==> config.mk <==
export PLATFORM = sky130hd
export DESIGN_NAME = branch_target_buffer
export DESIGN_NICKNAME = d
export VERILOG_FILES = /design/src/rtl/branch_target_buffer.sv
export SDC_FILE = /design/constraint.sdc
export NUM_CORES = 2
export LEC_CHECK = 0
export CELL_PAD_IN_SITES_DETAIL_PLACEMENT = 1
export CELL_PAD_IN_SITES_GLOBAL_PLACEMENT = 2
export CORE_MARGIN = 2
export CORE_UTILIZATION = 43
export CTS_CLUSTER_SIZE = 28
export DETAILED_ROUTE_END_ITERATION = 10
export PLACE_DENSITY = 0.74
export SYNTH_ARGS = -nofsm -noshare
export SYNTH_HDL_FRONTEND = slang
export SYNTH_SLANG_ARGS = --single-unit
==> constraint.sdc <==
create_clock -name CLK -period 6 [get_ports CLK]
set_input_delay 1.2 -clock CLK [delete_from_list [all_inputs] [get_ports CLK]]
set_output_delay 1.2 -clock CLK [all_outputs]
set_load 0.1 [all_outputs]
==> src/rtl/branch_target_buffer.sv <==
// Direct-mapped branch target buffer with saturating direction counters and branch/mispredict statistics.
// Lookup is combinational from registered state; updates, flush and reset take effect at the next CLK edge.
module branch_target_buffer #(
  parameter int ENTRIES  = 16,
  parameter int CTR_BITS = 2,
  parameter int CNT_W    = 16
) (
  input  logic             CLK,
  input  logic             nRST,
  input  logic [31:0]      lookup_pc,
  output logic             hit,
  output logic             predict_taken,
  output logic [31:0]      predict_target,
  input  logic             upd_en,
  input  logic [31:0]      upd_pc,
  input  logic             upd_taken,
  input  logic [31:0]      upd_target,
  input  logic             flush_all,
  output logic [CNT_W-1:0] branch_count,
  output logic [CNT_W-1:0] mispredict_count
);

  localparam int IW = $clog2(ENTRIES);
  localparam int TW = 30 - IW;
  localparam logic [CTR_BITS-1:0] CTR_WEAK = CTR_BITS'(1 << (CTR_BITS - 1));

  logic [ENTRIES-1:0]  valid_q, valid_d;
  logic [TW-1:0]       tag_q [ENTRIES];
  logic [31:0]         tgt_q [ENTRIES];
  logic [CTR_BITS-1:0] ctr_q [ENTRIES];
  logic [CNT_W-1:0]    bc_q, bc_d;
  logic [CNT_W-1:0]    mc_q, mc_d;

  logic [IW-1:0]       lk_idx, up_idx;
  logic [TW-1:0]       lk_tag, up_tag;
  logic                up_hit, up_pred_taken, up_mispredict;
  logic [31:0]         up_pred_target;
  logic [CTR_BITS-1:0] ctr_cur, ctr_inc, ctr_dec, ent_ctr_d;
  logic                ent_we, ent_tgt_we;
  logic                unused_pc_bits;

  assign unused_pc_bits = ^{lookup_pc[1:0], upd_pc[1:0]};

  assign lk_idx         = lookup_pc[IW+1:2];
  assign lk_tag         = lookup_pc[31:IW+2];
  assign hit            = valid_q[lk_idx] && (tag_q[lk_idx] == lk_tag);
  assign predict_taken  = hit && ctr_q[lk_idx][CTR_BITS-1];
  assign predict_target = predict_taken ? tgt_q[lk_idx] : lookup_pc + 32'd4;

  // Update-side prediction mirrors the lookup path but is evaluated on upd_pc.
  assign up_idx         = upd_pc[IW+1:2];
  assign up_tag         = upd_pc[31:IW+2];
  assign up_hit         = valid_q[up_idx] && (tag_q[up_idx] == up_tag);
  assign up_pred_taken  = up_hit && ctr_q[up_idx][CTR_BITS-1];
  assign up_pred_target = up_pred_taken ? tgt_q[up_idx] : upd_pc + 32'd4;
  assign up_mispredict  = (up_pred_taken != upd_taken) ||
                          (upd_taken && (up_pred_target != upd_target));

  assign ctr_cur = ctr_q[up_idx];
  assign ctr_inc = (ctr_cur == '1) ? ctr_cur : ctr_cur + CTR_BITS'(1);
  assign ctr_dec = (ctr_cur == '0) ? ctr_cur : ctr_cur - CTR_BITS'(1);

  always_comb begin
    valid_d    = valid_q;
    bc_d       = bc_q;
    mc_d       = mc_q;
    ent_we     = 1'b0;
    ent_tgt_we = 1'b0;
    ent_ctr_d  = ctr_cur;
    if (flush_all) begin
      valid_d = '0;
    end else if (upd_en) begin
      bc_d = (bc_q == '1) ? bc_q : bc_q + CNT_W'(1);
      if (up_mispredict) begin
        mc_d = (mc_q == '1) ? mc_q : mc_q + CNT_W'(1);
      end
      if (up_hit) begin
        ent_we     = 1'b1;
        ent_tgt_we = upd_taken;
        ent_ctr_d  = upd_taken ? ctr_inc : ctr_dec;
      end else if (upd_taken) begin
        ent_we          = 1'b1;
        ent_tgt_we      = 1'b1;
        ent_ctr_d       = CTR_WEAK;
        valid_d[up_idx] = 1'b1;
      end
    end
  end

  always_ff @(posedge CLK) begin
    if (nRST) begin
      valid_q <= '0;
      bc_q    <= '0;
      mc_q    <= '0;
      for (int i = 0; i < ENTRIES; i++) begin
        ctr_q[i] <= '0;
      end
    end else begin
      valid_q <= valid_d;
      bc_q    <= bc_d;
      mc_q    <= mc_d;
      if (ent_we) begin
        ctr_q[up_idx] <= ent_ctr_d;
      end
    end
  end

  // Tags and targets are only meaningful behind a valid bit, so they carry no reset.
  always_ff @(posedge CLK) begin
    if (!nRST && ent_we) begin
      tag_q[up_idx] <= up_tag;
    end
    if (!nRST && ent_tgt_we) begin
      tgt_q[up_idx] <= upd_target;
    end
  end

  assign branch_count     = bc_q;
  assign mispredict_count = mc_q;

endmodule

# Word level (Yosys, flattened, before mapping)
# Memories as Yosys holds them, arrays and structs flattened.
# Index checks and enable logic that the tools add are counted.
[classes]
n_eq_ne = 7
n_reduce_logical = 16
magnitude_cmp = 3
mux = 34
add_sub_neg = 6
bitwise_logic = 5
[op_table]
columns = ["cell", "n"]
rows = [
  ["$add 32x3->32 const B", 2],
  ["$mux 32", 2],
  ["$eq 26x26->1", 2],
  ["$add 16x1->16 const B", 2],
  ["$eq 16x16->1 const B", 2],
  ["$ne 32x32->1", 1],
  ["$mux 1", 20],
  ["$mux 2", 8],
  ["$or 16x16->16", 1],
  ["$lt 4x5->1 const B", 2],
  ["$bmux 1 s4", 2],
  ["$logic_and 1x1->1", 8],
  ["$reduce_and 3->1", 2],
  ["$demux 1 s4", 1],
  ["$ge 4x1->1 const B", 1],
  ["$mux 4", 1],
  ["$not 1->1", 4],
  ["$reduce_and 4->1", 1],
  ["$reduce_or 2->1", 2],
  ["$add 2x1->2 const B", 1],
  ["$eq 2x2->1 const B", 1],
  ["$logic_not 2->1", 1],
  ["$sub 2x1->2 const B", 1],
  ["$logic_not 1->1", 1],
  ["other kinds (2)", 2],
]
[word_totals]
mem_count = 3
in_bits = 101
elab_cells = 77
out_inout_bits = 66
register_bits = 48
mem_bits_rw = 960
[mem_list]
columns = ["name", "depth", "width", "read_ports", "rd_clocked_by_memory_dff", "wr", "line", "text"]
rows = [
  ["tgt_q", 16, 32, 2, 0, 1, "29", "logic [31:0] tgt_q [ENTRIES];"],
  ["tag_q", 16, 26, 2, 0, 1, "28", "logic [TW-1:0] tag_q [ENTRIES];"],
  ["ctr_q", 16, 2, 2, 0, 16, "30", "logic [CTR_BITS-1:0] ctr_q [ENTRIES];"],
]

# Longest topological paths before layout
[logic_depth]
depth_word = 11
depth_mapped = 21
mapped_depth_nobuf = 13

# Least setup slack after synthesis
# Ideal clock, no wire load.
[synth_path]
path_kind = "input-to-output"
start = "input port lookup_pc[2]"
end = "output port predict_target[2]"
stages = 13
arrival_time_ns = 10.126
slack_ns = -5.326
path_buffers = 6
required_ns = 4.800
path_cell_list = "clkbuf_1 > buf_2 > buf_2 > buf_1 > mux4_2 > mux4_2 > xnor2_1 > nand4_1 > nor4_1 > and2_1 > clkbuf_1 > clkbuf_1 > o21ai_0"
[synth_between]
elab_chain_len = 5
word_cells_on_any_way = 10
cone_classes = "add/sub (1); eq/ne (1); mux (3); reduce/logical (2); memory (3)"
[synth_lines]
columns = ["item", "line", "text"]
rows = [
  ["start: declaration", "10", "input logic [31:0] lookup_pc,"],
  ["$mem_v2 16x26 / $bmux 1 s4 (equally long branches)", "n/a", ""],
  ["$eq 26x26->1 / $mux 1 (equally long branches)", "46", "assign hit = valid_q[lk_idx] && (tag_q[lk_idx] == lk_tag);"],
  ["$logic_and 1x1->1 (*)", "46", ""],
  ["named net hit", "11", "output logic hit,"],
  ["$logic_and 1x1->1 (*)", "47", "assign predict_taken = hit && ctr_q[lk_idx][CTR_BITS-1];"],
  ["named net predict_taken", "12", "output logic predict_taken,"],
  ["$mux 32 (*)", "48", "assign predict_target = predict_taken ? tgt_q[lk_idx] : lookup_pc + 32'd4;"],
  ["end: declaration", "13", "output logic [31:0] predict_target,"],
]
# Mark *: on every way through the listed nets, which the timed path passes. The rest lies on a longest branch. The select of a mux whose other input is x is not followed.

# Worst setup path after layout
[layout_path]
start = "input port lookup_pc[2]"
end = "output port predict_target[19]"
[layout_between]
elab_chain_len = 5
word_cells_on_any_way = 10
cone_classes = "add/sub (1); eq/ne (1); mux (3); reduce/logical (2); memory (3)"
[layout_lines]
columns = ["item", "line"]
rows = [
  ["$mem_v2 16x26 / $bmux 1 s4 (equally long branches)", "n/a"],
  ["$eq 26x26->1 / $mux 1 (equally long branches)", "46"],
  ["$logic_and 1x1->1", "46"],
  ["$logic_and 1x1->1", "47"],
  ["$mux 32 (*)", "48"],
]
# Mark *: on every way between the ends. The rest lies on a longest branch, timed or not. The select of a mux whose other input is x is not followed.

==> flow_metrics.tcl <==
set metrics [dict create \
    num_rows 124 \
    wl_mm 162 \
    p_comb_share_pct 10.4 \
    cpPeakStageDelay_ns 0.57 \
    vias_per_cell 6.46 \
    fmaxAchievable_ghz 0.168 \
    final_antenna_net_count 0 \
    fin_crit_ns 5.96 \
    grt_start_max_net_pins 55 \
    io_buffers 164 \
    start_kind "primary input" \
    cpMaxStageDelayCell "or4_4" \
    path_max_fanout 14 \
    crit_chain "buf_16 -> buf_16 -> mux4_2 -> mux4_2 -> xnor2_1 -> nand4_1 -> or4_4 -> nor4_4 -> and2_4 -> buf_12 -> buf_6 -> buf_4 -> o21ai_4 -> buf_12" \
    min_path_type "reg -> reg" \
    drtIter0Drc 3341 \
    dpl.hpwl_mm 105 \
    first_global_vias 32241 \
    synth_top_area_share_pct 58.5 \
    areaGrowthSynthToFinish_pct 20.4 \
    grt.total_usage_pct 27.8 \
    p_seq_share_pct 47.2 \
    synth_seq_cells 1008 \
    path_delay_family "simple AND/OR/NAND/NOR gates" \
    cts_sinks 1008 \
    synth_top_family_by_area "multiplexers" \
    fp.dieH_um 343 \
    total_leakage_power_nw 19.3 \
    crit_type "in -> out" \
    synthAdderAreaFrac_pct 0.198 \
    yosysSeqAreaShare_pct 60.4 \
    layout-drive-gt1-share_pct 34.7 \
    synth_top_area_cell "edfxtp_1" \
    clk_pin_slew_ns 0.06 \
    p_int_mw 12.5 \
    fin_util_pct 52.1 \
    worst_clock_skew_ns 0.0502 \
    status "complete, no violations" \
    drv_slew 0 \
    cts_root_buf "clkbuf_16" \
    grt_pass1_wl_mm 234 \
    synth.avg_cell_area_sq_um 17.9 \
    synth.distinct_cells 79 \
    setup_viol 0 \
    synth-compound-area-share_pct 3.36 \
    synth_edf_count 960 \
    cts_buffers 108 \
    cp.required_ns 4.80 \
    synth_warnings 0 \
    synth_area_leaders "edfxtp_1 (58%), mux4_2 (24%), mux2i_1 (2.0%), dfxtp_1 (1.9%), xnor2_1 (1.2%)" \
    irDropWorstVdd_mv 0.263 \
    slew-limit-headroom_pct 24.6 \
    setup_ws_ns 0.0356 \
    yosys.area_share.simple_pct 5.02 \
    nets 3198 \
    powerDensity_nw_per_um2 277 \
    swShare_pct 23.7 \
    cp-end-kind "output pin" \
    maxCapViolCount 0 \
    arrival_ns 4.76 \
    gp_congestion 0.869 \
    clockPowerShare_pct 42.5 \
    syn_area_sq_um 49300 \
    initial_utilization_pct 43.2 \
    synth_xor_area_share_pct 2.10 \
    num_vias 30356 \
    clock_latency_ns 0.73 \
    hold_viol_final 0 \
    p_switching_mw 3.89 \
    wl_per_cell_um 34.5 \
    grt_antenna_before_repair 6 \
    cts_hold_buf 0 \
    die_w_um 343 \
    post-route-period-util_pct 99.4 \
    drt_drc_violations_left 0 \
    ys.flop_type "edfxtp_1" \
    tightest_slew_ns 1.13 \
    dpl_worst_slack_ns -0.181 \
    muxShareOfSynthArea_pct 26.5 \
    htree_levels 3 \
    synth_nets 2863 \
    io_pins 167 \
    async_reset_ff_share_pct 0 \
    synth_cells 2755 \
    gr-total-overflow 0 \
    crit_buf_inv 6 \
    first_pass_iters 5 \
    clockBufferDepth 3 \
    cts_tree "yes" \
    core_area_sq_um 114000 \
    dieArea_sq_um 117000 \
]
==> power groups by stage <==
stage                     logic, mW  registers, mW  clock network [mW]
after floorplan               0.979           7.90                   0
after global placement         1.64           7.89                   0
after detailed placement       1.68           7.90                   0
after CTS                      1.69           7.75                7.10
after global routing           1.78           7.75                7.33
final                          1.70           7.75                6.98
==> worst min-delay path, delay by kind of cell, from the launching register on <==
kind            cells  cell delay, ns
simple gates        1            0.07
flops               1            0.34
compound gates      1            0.05
==> cell usage in the layout (no fill, tap or decap), types with 17 or more instances in the layout <==
| master | count |
|---|---|
| a22oi_1 | 24 |
| nor4_1 | 17 |
| and3_1 | 20 |
| o21ai_0 | 20 |
| clkinv_2 | 22 |
| clkbuf_16 | 111 |
| mux4_2 | 528 |
| nand2_1 | 124 |
| nand3_1 | 56 |
| edfxtp_1 | 960 |
| dfxtp_1 | 48 |
| a31oi_1 | 22 |
| nor2_1 | 133 |
| xnor2_1 | 60 |
| clkdlybuf4s50_1 | 122 |
| nand4_1 | 28 |
| nand2b_1 | 20 |
| o21ai_4 | 29 |
| clkbuf_1 | 19 |
| buf_12 | 95 |
| mux2i_1 | 100 |
| inv_1 | 37 |
| a21oi_1 | 20 |
| buf_4 | 191 |
| xor2_1 | 51 |
==> layout make-up <==
| class | instances | area (sq um) |
|---|---|---|
| tap | 1512 | 1890 |
| clock inverter | 66 | 800 |
| antenna | 6 | 15.0 |
| clock buffer | 135 | 2910 |
| inverter | 39 | 149 |
| timing repair buffer | 428 | 4930 |
| multi-input combinational | 1505 | 18900 |
| sequential | 1008 | 29800 |
| fill | 10314 | 54700 |
==> kinds of logic (layout without fill, tap and decap cells) <==
group | after synthesis | in the layout
compound gates | 228 | 228
buf+inv | 242 | 668
fa+ha+maj | 8 | 8
mux | 644 | 644
simple gates | 507 | 507
flops | 1008 | 1008
xor+xnor | 118 | 118
other cells | 0 | 6
==> layer usage <==
metal | routed length (um) | up-vias | global-route usage [%] | part of all wire [%]
met5 | 13 | - | 0 | 0.0080
met1 | 63500 | 16428 | 37.8 | 39
met3 | 13400 | 261 | 4.52 | 8.2
li1 | - | 12232 | - | -
met4 | 4750 | 2 | 8.63 | 2.9
met2 | 80400 | 1433 | 46.1 | 50
==> worst paths after layout <==
path,start,slack [ns],cells after the start,endpoint
hold / removal,valid_q[15],0.50,2,valid_q[15]
hold reg to reg,valid_q[15],0.50,2,valid_q[15]
setup reg to reg,tag_q[7][13],1.05,15,mispredict_count[4]
setup / recovery,lookup_pc[2],0.04,14,predict_target[19]
==> synth_stat cells (5+ instances only) <==
cell,instances
edfxtp_1,960
mux4_2,528
nor2_1,150
nand2_1,128
mux2i_1,100
clkbuf_1,98
xnor2_1,67
nand3_1,56
xor2_1,51
o21ai_0,49
dfxtp_1,48
inv_1,37
buf_2,34
buf_1,31
nand4_1,28
a22oi_1,24
a31oi_1,22
a21oi_1,20
and3_1,20
nand2b_1,20
buf_4,19
buf_6,18
nor4_1,18
a221oi_1,16
and2_1,16
nor3_1,15
a211oi_1,14
mux2_2,13
o32a_1,13
a22o_1,12
or3_1,10
nor2b_1,9
o22ai_1,9
or4_1,9
ha_1,7
or2_2,7
o211ai_1,5
==> per-stage QoR <==
step / instance area (sq um) / TNS [ns] / total power [mW] / hold slack, ns / cells
6_report: 59400 / 0 / 16.4 / 0.497 / 4699
4_1_cts: 59300 / 0 / 16.5 / 0.492 / 4689
3_5_place_dp: 55300 / -4.00 / 9.57 / 0.478 / 4475
2_1_floorplan: 49900 / -18.33 / 8.88 / 0.448 / 2755
3_3_place_gp: 55300 / -1.58 / 9.53 / 0.461 / 4475
5_1_grt: 59400 / -0.00458 / 16.9 / 0.527 / 4694
==> what timing repair did <==
action,4_1_cts,5_1_grt
buffers inserted,9,3
cloned,4,1
setup endpoints to repair,32,13
pin swaps,5,3
resized for setup,11,11
==> sequential cells by signal, summed over array words and instances (netlist names) <==
name,count
branch_count,16
ctr_q,32
mispredict_count,16
tag_q,416
tgt_q,512
valid_q,16
Power figures use the tool's default switching activity.
